### config.mk
export PLATFORM = sky130hd
export DESIGN_NAME = fetch_ctrl_flat
export DESIGN_NICKNAME = d
export VERILOG_FILES = /design/src/rtl/fetch_ctrl_if.sv /design/src/rtl/fetch_ctrl.sv /design/src/flat_wrapper.sv
export SDC_FILE = /design/constraint.sdc
export NUM_CORES = 1
export LEC_CHECK = 0
export BUFFER_PORTS_ARGS = -buffer_cell sky130_fd_sc_hd__buf_2
export CAP_MARGIN = 20
export CORE_MARGIN = 8
export CORE_UTILIZATION = 49
export DETAILED_ROUTE_END_ITERATION = 8
export PLACE_DENSITY = 0.85
export SYNTH_ARGS = -nofsm -noshare
export SYNTH_HDL_FRONTEND = slang
export SYNTH_SLANG_ARGS = --single-unit
### constraint.sdc
create_clock -name clk -period 2.03 [get_ports clk]
set_input_delay 0 -clock clk [delete_from_list [all_inputs] [get_ports clk]]
set_output_delay 0 -clock clk [all_outputs]
set_load 0.01 [all_outputs]
### src/rtl/fetch_ctrl_if.sv
// fetch_ctrl_if: bus bundle between fetch_ctrl and the PC / memory / accumulator datapath.
//
//   run        datapath -> ctrl   start request, sampled only in IDLE
//   mem_rdata  memory   -> ctrl   read data, valid while mem_ack=1
//   mem_ack    memory   -> ctrl   completion of the outstanding mem_rd/mem_wr
//   zero       datapath -> ctrl   accumulator-zero flag
//   LOAD_PC    ctrl -> PC         PC <= ADDR on the next edge
//   INCR_PC    ctrl -> PC         PC <= PC+1 on the next edge
//   ADDR       ctrl -> PC/memory  jump target / data address (always equals OPR)
//   ADDR_SEL   ctrl -> memory     address mux: 0 = PC, 1 = OPR
//   mem_rd     ctrl -> memory     read request (level, held through the ack cycle)
//   mem_wr     ctrl -> memory     write request, data is the accumulator
//   LOAD_ACC   ctrl -> datapath   ACC <= ALU result this edge
//   ALU_OP     ctrl -> datapath   00 pass, 01 add, 10 subtract
//   halted     ctrl -> outside    high in HALT
//   state      ctrl -> outside    encoded FSM state, for debug
interface fetch_ctrl_if #(
  parameter int unsigned ADDR_W = 8
);
  logic              run;
  logic [7:0]        mem_rdata;
  logic              mem_ack;
  logic              zero;
  logic              LOAD_PC;
  logic              INCR_PC;
  logic [ADDR_W-1:0] ADDR;
  logic              ADDR_SEL;
  logic              mem_rd;
  logic              mem_wr;
  logic              LOAD_ACC;
  logic [1:0]        ALU_OP;
  logic              halted;
  logic [2:0]        state;

  // Controller side.
  modport master (
    input  run, mem_rdata, mem_ack, zero,
    output LOAD_PC, INCR_PC, ADDR, ADDR_SEL, mem_rd, mem_wr, LOAD_ACC, ALU_OP, halted, state
  );

  // Datapath / memory side.
  modport slave (
    output run, mem_rdata, mem_ack, zero,
    input  LOAD_PC, INCR_PC, ADDR, ADDR_SEL, mem_rd, mem_wr, LOAD_ACC, ALU_OP, halted, state
  );
endinterface

### src/rtl/fetch_ctrl.sv
// fetch_ctrl: multi-cycle fetch/decode/execute controller for the 8-bit lab processor.
// Sequences the external PC, runs the level memory handshake, holds IR and OPR and issues
// accumulator strobes.
//
//   clk    in   system clock, rising edge
//   reset  in   asynchronous active-low reset
//   bus    if   fetch_ctrl_if.master (see interface file for the signal list)
module fetch_ctrl #(
  parameter int unsigned ADDR_W = 8
) (
  input  logic          clk,
  input  logic          reset,
  fetch_ctrl_if.master  bus
);

  typedef enum logic [2:0] {
    StIdle     = 3'd0,
    StFetchOp  = 3'd1,
    StFetchArg = 3'd2,
    StExec     = 3'd3,
    StHalt     = 3'd4
  } state_e;

  localparam logic [2:0] OpNop = 3'd0;
  localparam logic [2:0] OpLda = 3'd1;
  localparam logic [2:0] OpSta = 3'd2;
  localparam logic [2:0] OpAdd = 3'd3;
  localparam logic [2:0] OpSub = 3'd4;
  localparam logic [2:0] OpJmp = 3'd5;
  localparam logic [2:0] OpJz  = 3'd6;
  localparam logic [2:0] OpHlt = 3'd7;

  state_e            state_q, state_d;
  // Only the opcode field of the instruction byte is ever decoded, so only it is stored.
  logic [2:0]        ir_q, ir_d;
  logic [ADDR_W-1:0] opr_q, opr_d;

  logic       load_pc, incr_pc, addr_sel, mem_rd, mem_wr, load_acc;
  logic [1:0] alu_op;

  always_ff @(posedge clk or negedge reset) begin
    if (!reset) begin
      state_q <= StIdle;
      ir_q    <= '0;
      opr_q   <= '0;
    end else begin
      state_q <= state_d;
      ir_q    <= ir_d;
      opr_q   <= opr_d;
    end
  end

  always_comb begin
    state_d  = state_q;
    ir_d     = ir_q;
    opr_d    = opr_q;
    load_pc  = 1'b0;
    incr_pc  = 1'b0;
    addr_sel = 1'b0;
    mem_rd   = 1'b0;
    mem_wr   = 1'b0;
    load_acc = 1'b0;
    alu_op   = 2'b00;

    case (state_q)
      StIdle: begin
        if (bus.run) state_d = StFetchOp;
      end

      StFetchOp: begin
        mem_rd = 1'b1;
        if (bus.mem_ack) begin
          ir_d    = bus.mem_rdata[7:5];
          incr_pc = 1'b1;
          // Decode straight from the bus: IR is not yet loaded in this cycle.
          if (bus.mem_rdata[7:5] == OpNop || bus.mem_rdata[7:5] == OpHlt) begin
            state_d = StExec;
          end else begin
            state_d = StFetchArg;
          end
        end
      end

      StFetchArg: begin
        mem_rd = 1'b1;
        if (bus.mem_ack) begin
          opr_d   = ADDR_W'(bus.mem_rdata);
          incr_pc = 1'b1;
          state_d = StExec;
        end
      end

      StExec: begin
        unique case (ir_q)
          OpNop: state_d = StFetchOp;
          OpHlt: state_d = StHalt;
          OpJmp: begin
            load_pc = 1'b1;
            state_d = StFetchOp;
          end
          OpJz: begin
            load_pc = bus.zero;
            state_d = StFetchOp;
          end
          OpLda, OpAdd, OpSub: begin
            addr_sel = 1'b1;
            mem_rd   = 1'b1;
            if (bus.mem_ack) begin
              load_acc = 1'b1;
              alu_op   = (ir_q == OpAdd) ? 2'b01 : (ir_q == OpSub) ? 2'b10 : 2'b00;
              state_d  = StFetchOp;
            end
          end
          OpSta: begin
            addr_sel = 1'b1;
            mem_wr   = 1'b1;
            if (bus.mem_ack) state_d = StFetchOp;
          end
        endcase
      end

      StHalt: begin
        state_d = StHalt;
      end

      // Codes 5-7 are unreachable in normal operation; recover to IDLE.
      default: state_d = StIdle;
    endcase
  end

  assign bus.LOAD_PC  = load_pc;
  assign bus.INCR_PC  = incr_pc;
  assign bus.ADDR     = opr_q;
  assign bus.ADDR_SEL = addr_sel;
  assign bus.mem_rd   = mem_rd;
  assign bus.mem_wr   = mem_wr;
  assign bus.LOAD_ACC = load_acc;
  assign bus.ALU_OP   = alu_op;
  assign bus.halted   = (state_q == StHalt);
  assign bus.state    = state_q;

endmodule

### src/flat_wrapper.sv
// flat-port wrapper written by rule: the top's interface ports become plain ports
module fetch_ctrl_flat 
#(
  parameter int unsigned ADDR_W = 8
)
  (clk, reset, bus_run, bus_mem_rdata, bus_mem_ack, bus_zero, bus_LOAD_PC, bus_INCR_PC, bus_ADDR, bus_ADDR_SEL, bus_mem_rd, bus_mem_wr, bus_LOAD_ACC, bus_ALU_OP, bus_halted, bus_state);
  fetch_ctrl_if #(.ADDR_W(ADDR_W)) bus_i ();
  input  logic clk;
  input  logic reset;
  input wire logic [$bits(bus_i.run)-1:0] bus_run;
  input wire logic [$bits(bus_i.mem_rdata)-1:0] bus_mem_rdata;
  input wire logic [$bits(bus_i.mem_ack)-1:0] bus_mem_ack;
  input wire logic [$bits(bus_i.zero)-1:0] bus_zero;
  output wire logic [$bits(bus_i.LOAD_PC)-1:0] bus_LOAD_PC;
  output wire logic [$bits(bus_i.INCR_PC)-1:0] bus_INCR_PC;
  output wire logic [$bits(bus_i.ADDR)-1:0] bus_ADDR;
  output wire logic [$bits(bus_i.ADDR_SEL)-1:0] bus_ADDR_SEL;
  output wire logic [$bits(bus_i.mem_rd)-1:0] bus_mem_rd;
  output wire logic [$bits(bus_i.mem_wr)-1:0] bus_mem_wr;
  output wire logic [$bits(bus_i.LOAD_ACC)-1:0] bus_LOAD_ACC;
  output wire logic [$bits(bus_i.ALU_OP)-1:0] bus_ALU_OP;
  output wire logic [$bits(bus_i.halted)-1:0] bus_halted;
  output wire logic [$bits(bus_i.state)-1:0] bus_state;
  assign bus_i.run = bus_run;
  assign bus_i.mem_rdata = bus_mem_rdata;
  assign bus_i.mem_ack = bus_mem_ack;
  assign bus_i.zero = bus_zero;
  assign bus_LOAD_PC = bus_i.LOAD_PC;
  assign bus_INCR_PC = bus_i.INCR_PC;
  assign bus_ADDR = bus_i.ADDR;
  assign bus_ADDR_SEL = bus_i.ADDR_SEL;
  assign bus_mem_rd = bus_i.mem_rd;
  assign bus_mem_wr = bus_i.mem_wr;
  assign bus_LOAD_ACC = bus_i.LOAD_ACC;
  assign bus_ALU_OP = bus_i.ALU_OP;
  assign bus_halted = bus_i.halted;
  assign bus_state = bus_i.state;
  fetch_ctrl #(.ADDR_W(ADDR_W)) u_core (.clk(clk), .reset(reset), .bus(bus_i));
endmodule
# ---- Word-level counts from Yosys, hierarchy flattened
# Index checks and enable logic that the tools add are counted.
# Widths: inputs -> output; s select.
dict set report totals {
  reg_bits 14
  output_inout_bits 20
}
dict set report classes {
  eq_ne 16
  muxes 24
  reduce_logical 11
}
# op n
set op_table {}
lappend op_table {{$eq 3x3->1 const B} 6}
lappend op_table {{$pmux 3 s5} 1}
lappend op_table {{$eq 3x2->1 const B} 4}
lappend op_table {{$mux 3} 4}
lappend op_table {{$mux 1} 11}
lappend op_table {{$mux 2} 5}
lappend op_table {{$logic_not 3->1} 3}
lappend op_table {{$pmux 3 s3} 1}
lappend op_table {{$eq 3x1->1 const B} 2}
lappend op_table {{$ne 2x2->1 const B} 3}
lappend op_table {{$reduce_or 3->1} 2}
lappend op_table {{$pmux 1 s2} 2}
lappend op_table {{$reduce_and 2->1} 2}
lappend op_table {{$reduce_and 4->1} 1}
lappend op_table {{$reduce_or 4->1} 1}
lappend op_table {{$ne 3x3->1 const B} 1}
lappend op_table {{$reduce_or 2->1} 1}
lappend op_table {{$logic_or 1x1->1} 1}

# ---- Logic depth before layout (Yosys ltp)
dict set report logic_depth {
  word_depth 6
  mapped_depth 5
  ltp_nobuf 4
}

# ---- Least setup slack after synthesis
# OpenSTA, ideal clock, no wires.
dict set report synth_timing {
  path_type {reg-to-reg}
  start {reg u_core.state_q[1], in the netlist u_core.bus.state[1]}
  end {reg u_core.opr_q[0], in the netlist u_core.bus.ADDR[0]}
  setup_time_ps 125
  arrival_ps 1286
  required_time_ps 1905
  slack_ps 619
  stages_incl_launch_ff 5
  synth_period_minus_slack_ps 1411
  cell_sequence {dfrtp_1 > nor2b_4 > and3b_1 > buf_6 > mux2_4}
}
dict set report synth_via {
  elab_chain_cells 2
}
# element line_no
set synth_rtl {}
lappend synth_rtl {{start, declared} fetch_ctrl.sv:33} ;# state_e state_q, state_d;
lappend synth_rtl {{start signal, assigned} fetch_ctrl.sv:43} ;# state_q <= StIdle;
lappend synth_rtl {{start signal, assigned} fetch_ctrl.sv:47} ;# state_q <= state_d;
lappend synth_rtl {{$eq 3x2->1} fetch_ctrl.sv:65} ;# case (state_q)
lappend synth_rtl {{$reduce_and 2->1 (no source line)} n/a}
lappend synth_rtl {{end signal, assigned} fetch_ctrl.sv:49} ;# opr_q <= opr_d;
lappend synth_rtl {{end, declared} fetch_ctrl.sv:36} ;# logic [ADDR_W-1:0] opr_q, opr_d;
# Every way passes these cells.
# A chain may end at the register's enable or synchronous reset.

# ---- Worst setup path in the final report
dict set report layout_timing {
  start {reg u_core.state_q[1], in the netlist u_core.bus.state[1]}
  end {out bus_INCR_PC}
}
dict set report layout_via {
  elab_chain_cells 3
}
# element line_no
set layout_rtl {}
lappend layout_rtl {{$eq 3x1->1 / $eq 3x2->1 (equally long branches)} fetch_ctrl.sv:65}
lappend layout_rtl {{$reduce_or 2->1 (no source line) (*)} n/a}
lappend layout_rtl {{$mux 1 (*)} n/a}
lappend layout_rtl {{end, declared} flat_wrapper.sv:15} ;# output wire logic [$bits(bus_i.INCR_PC)-1:0] bus_INCR_PC;
# Every way passes the cells marked *; elsewhere a longest branch is shown, timed or not.

==> results.txt <==
The per-cell via count in the routed design came out at 5.51. For this configuration, the core starts out at a cell density of 0.516. The post-synthesis cell area came out at 768 um^2.

In this run the number of cells on the critical path is 4. The analysis attributes to net switching a power of 642 uW. The global routing usage summed across all routing layers is 0.130.

In this run the worst hold path is classified as in2reg. The cell chosen for the clock root is clkbuf_4. The total of flip-flops plus latches after synthesis is 14. The post-route clock period utilization came out at 0.884. The number of top-level pins is 33.

The number of nets in the layout is 124. The layout overhead on the synthesized area came out at 37.1%. Across all hold checks on the routed design, the worst slack comes to ~0.086 ns. The total clock buffers created by CTS came out at 3.

The post-route cell area is 1050 um^2. The multi-input combinational cell area is about 400 um^2. The number of antenna diodes in the final layout is 0. The sequential fraction of the synthesis area is 0.456. The final setup violation count is 0. For the pin with the worst max-slew slack, the measured transition is 0.534 ns. In this run the number of H-tree levels came out at 1. The leakage power of the design came out at 0.000526 uW. The final count of hold timing violations came out at 0. The post-route setup TNS is 0 ns.

The area of the die is 3090 um^2. For this run, the share of the core covered by cells in the final layout is 0.708. The count of cells along the worst register-to-register path is 3.

Global routing finished with a remaining overflow of 0. The count of cell types in the netlist is 29. The post-DP HPWL is roughly 1500 um. The clock edge transition at the registers on the reported setup and hold paths is approximately 0.09 ns. The critical path data required time came out at 2.03 ns. The largest fanout on the critical path came out at 9. The clock insertion delay at the later pin of the skew report came out at 0.28 ns. Among all flip-flop cells after synthesis, the most frequent one is dfrtp_1. The worst slew margin relative to its limit came out at 0.644. Together, buffers and inverters on the worst path number 1.

Walking the worst path, the cells encountered are nor2b_4 -> and3b_1 -> or2_1 -> buf_2. Including well taps, the total number of placed cells is roughly 110. Yosys printed 0 warnings. The count of buffers from port buffering came out at 32. TritonCTS built the clock tree. The internal power summed over all cells is between 900 and 1000 uW. The share of total power dissipated in the clock network is 0.125. The commonest non-fill, non-tap cell in the layout is buf_2. The detail route stage leaves a number of antenna-violating nets equal to 0. Each instance of the synthesized netlist takes up on average 11.3 um^2. From bottom edge to top edge, the die measures ~56 um.

The violation count after the first detailed-routing iteration is 13. The async set-reset flop share out of synthesis is 1.00. The core footprint is 1490 um^2. STA classifies the critical path startpoint as a register. The synthesized design contains 0 enable-type register cells. The clock tree buffer depth came out at 2. For this block, the via count after detailed routing is 694. The area taken by flip-flops and latches is 350 um^2. On the final layout, the worst clock skew is 0.00591 ns. The arrival time at the worst endpoint is 1.79 ns. IR analysis of the VDD net gives a maximum drop of 829 uV. The share of total power dissipated in combinational logic is 0.502. The run finished with clean final reports. The largest stage delay on the critical path came out at ~0.52 ns. The largest individual stage delay along the critical path comes from the cell and3b_1. The die is ~56 um wide. The reported max-cap violation count is 0. The total of fill cells in the finished design is 114. The number of sinks on the clock net came out at 14.

The count of TritonRoute iterations in the first routing pass came out at 5. The number of DRC violations after detailed routing is 0. The layout cell share with drive strength beyond 1 is 0.455. Setup repair after global routing left no endpoint under its margin. The net count after synthesis is 81. After detailed routing, the average wire length per cell comes to 15.5 um. The final non-filler cell total is around 130.

Once placement finished, the instance area stood at ~900 um^2. Of the total power, the share spent switching nets is 0.404. The initialized floorplan defines 14 standard-cell rows. The kind of cell with the highest combined delay along the critical path is simple AND/OR/NAND/NOR gates. The routability-driven placement congestion ratio is 0.813.

The number of setup buffers added after CTS is 0. The critical path is of the reg2out type. The largest net degree at the start of global routing is 15. The number of instances in the synthesized netlist is 68. The number of cells traversed by the worst hold path came out at 3. The first global-routing pass estimated 3370 um of wire. The initial antenna violation count is 0. The via count of the first global-routing pass is 723. The maximum clock rate is about 560 MHz.

The post-detailed-routing wire length is 1950 um. The final max-slew violation count is 0. The top cell types in the final layout, fill and taps aside, are 32 x buf_2, 14 x dfrtp_1, 9 x dlygate4sd3_1.

The share of total power dissipated in sequential elements is 0.374. The nature of the critical path endpoint is a primary output. The cell area power density is 1510 nW/um^2.

The post-layout minimum cycle time is 1.79 ns.
-- cell usage after synthesis, types with 2 or more instances --
cell type / n / area (um^2)
mux2_4: 8 / 120
a21oi_1: 2 / 10.0
a211oi_1: 2 / 15.0
buf_2: 2 / 10.0
o21ai_0: 2 / 10.0
mux2_2: 3 / 33.8
nand2_1: 5 / 18.8
nor2_1: 7 / 26.3
nand3_1: 3 / 15.0
nor3_1: 2 / 10.0
dfrtp_1: 14 / 350
-- cells by family (layout without fill, tap and decap cells) --
| family | count (synthesis) | count (layout) | synth area share |
|---|---|---|---|
| AND/OR/NAND/NOR | 27 | 27 | 0.197 |
| XOR/XNOR | 1 | 1 | 0.0114 |
| buffers and inverters | 3 | 45 | 0.0277 |
| flip-flops | 14 | 14 | 0.456 |
| multiplexers | 12 | 12 | 0.213 |
| AO/OA/AOI/OAI | 11 | 11 | 0.0945 |
-- worst paths after layout --
check / endpoint / startpoint / slack [ns]
min reg2reg: u_core.bus.ADDR[0]$_DFFE_PN0P_ / u_core.bus.ADDR[0]$_DFFE_PN0P_ / 0.52
max reg2reg: u_core.bus.ADDR[4]$_DFFE_PN0P_ / u_core.bus.state[1]$_DFFE_PN0P_ / 0.35
max: bus_INCR_PC / u_core.bus.state[1]$_DFFE_PN0P_ / 0.24
max in group asynchronous: u_core.bus.ADDR[6]$_DFFE_PN0P_ / reset / 1.65
min: u_core.bus.state[1]$_DFFE_PN0P_ / bus_mem_ack / 0.09
min in group asynchronous: u_core.ir_q[0]$_DFFE_PN0P_ / reset / 0.14
-- area by class of cell --
type | instances | area share
multi-input cells | 51 | 0.376
flip-flops and latches | 14 | 0.333
repair buffers | 41 | 0.238
clock buffers | 4 | 0.0344
well taps | 16 | 0.0190
-- stage by stage --
step | total power (uW) | setup WS [ns]
2_1_floorplan | 1110 | 0.619
3_5_place_dp | 1380 | 0.363
3_3_place_gp | 1340 | 0.444
6_report | 1590 | 0.236
5_1_grt | 1700 | 0.104
4_1_cts | 1600 | 0.215
-- worst reg2reg max path: stages, from the launching register on --
cell and delay, ns:
dfrtp_1 0.48, nor2b_4 0.22, and3b_1 0.52, mux2_4 0.35
-- repair_timing --
action,CTS,global route
endpoints found under the hold margin,24,0
hold buffers,9,0
resized for setup,0,0
-- sequential cells by signal, indices dropped and copies added (netlist names) --
register          cells
u_core.bus.ADDR       8
u_core.ir_q           3
u_core.bus.state      3
-- per-layer routing --
layer / share of wire / global-route usage / up-vias / wire length [um]
met4: 0.0092 / 0.0387 / 0 / 18
met5: 0 / 0 / - / 0
met3: 0.071 / 0.0479 / 4 / 139
met1: 0.41 / 0.139 / 325 / 796
li1: - / - / 330 / -
met2: 0.51 / 0.231 / 35 / 998
-- power by group through the flow --
stage / Clock, uW / Sequential [uW] / Combinational, uW
floorplan: 0 / 575 / 538
global placement: 0 / 576 / 769
detailed placement: 0 / 586 / 791
CTS: 207 / 586 / 808
global route: 217 / 612 / 875
finish: 198 / 594 / 798
Note: power is estimated with default switching activity, not from simulation.
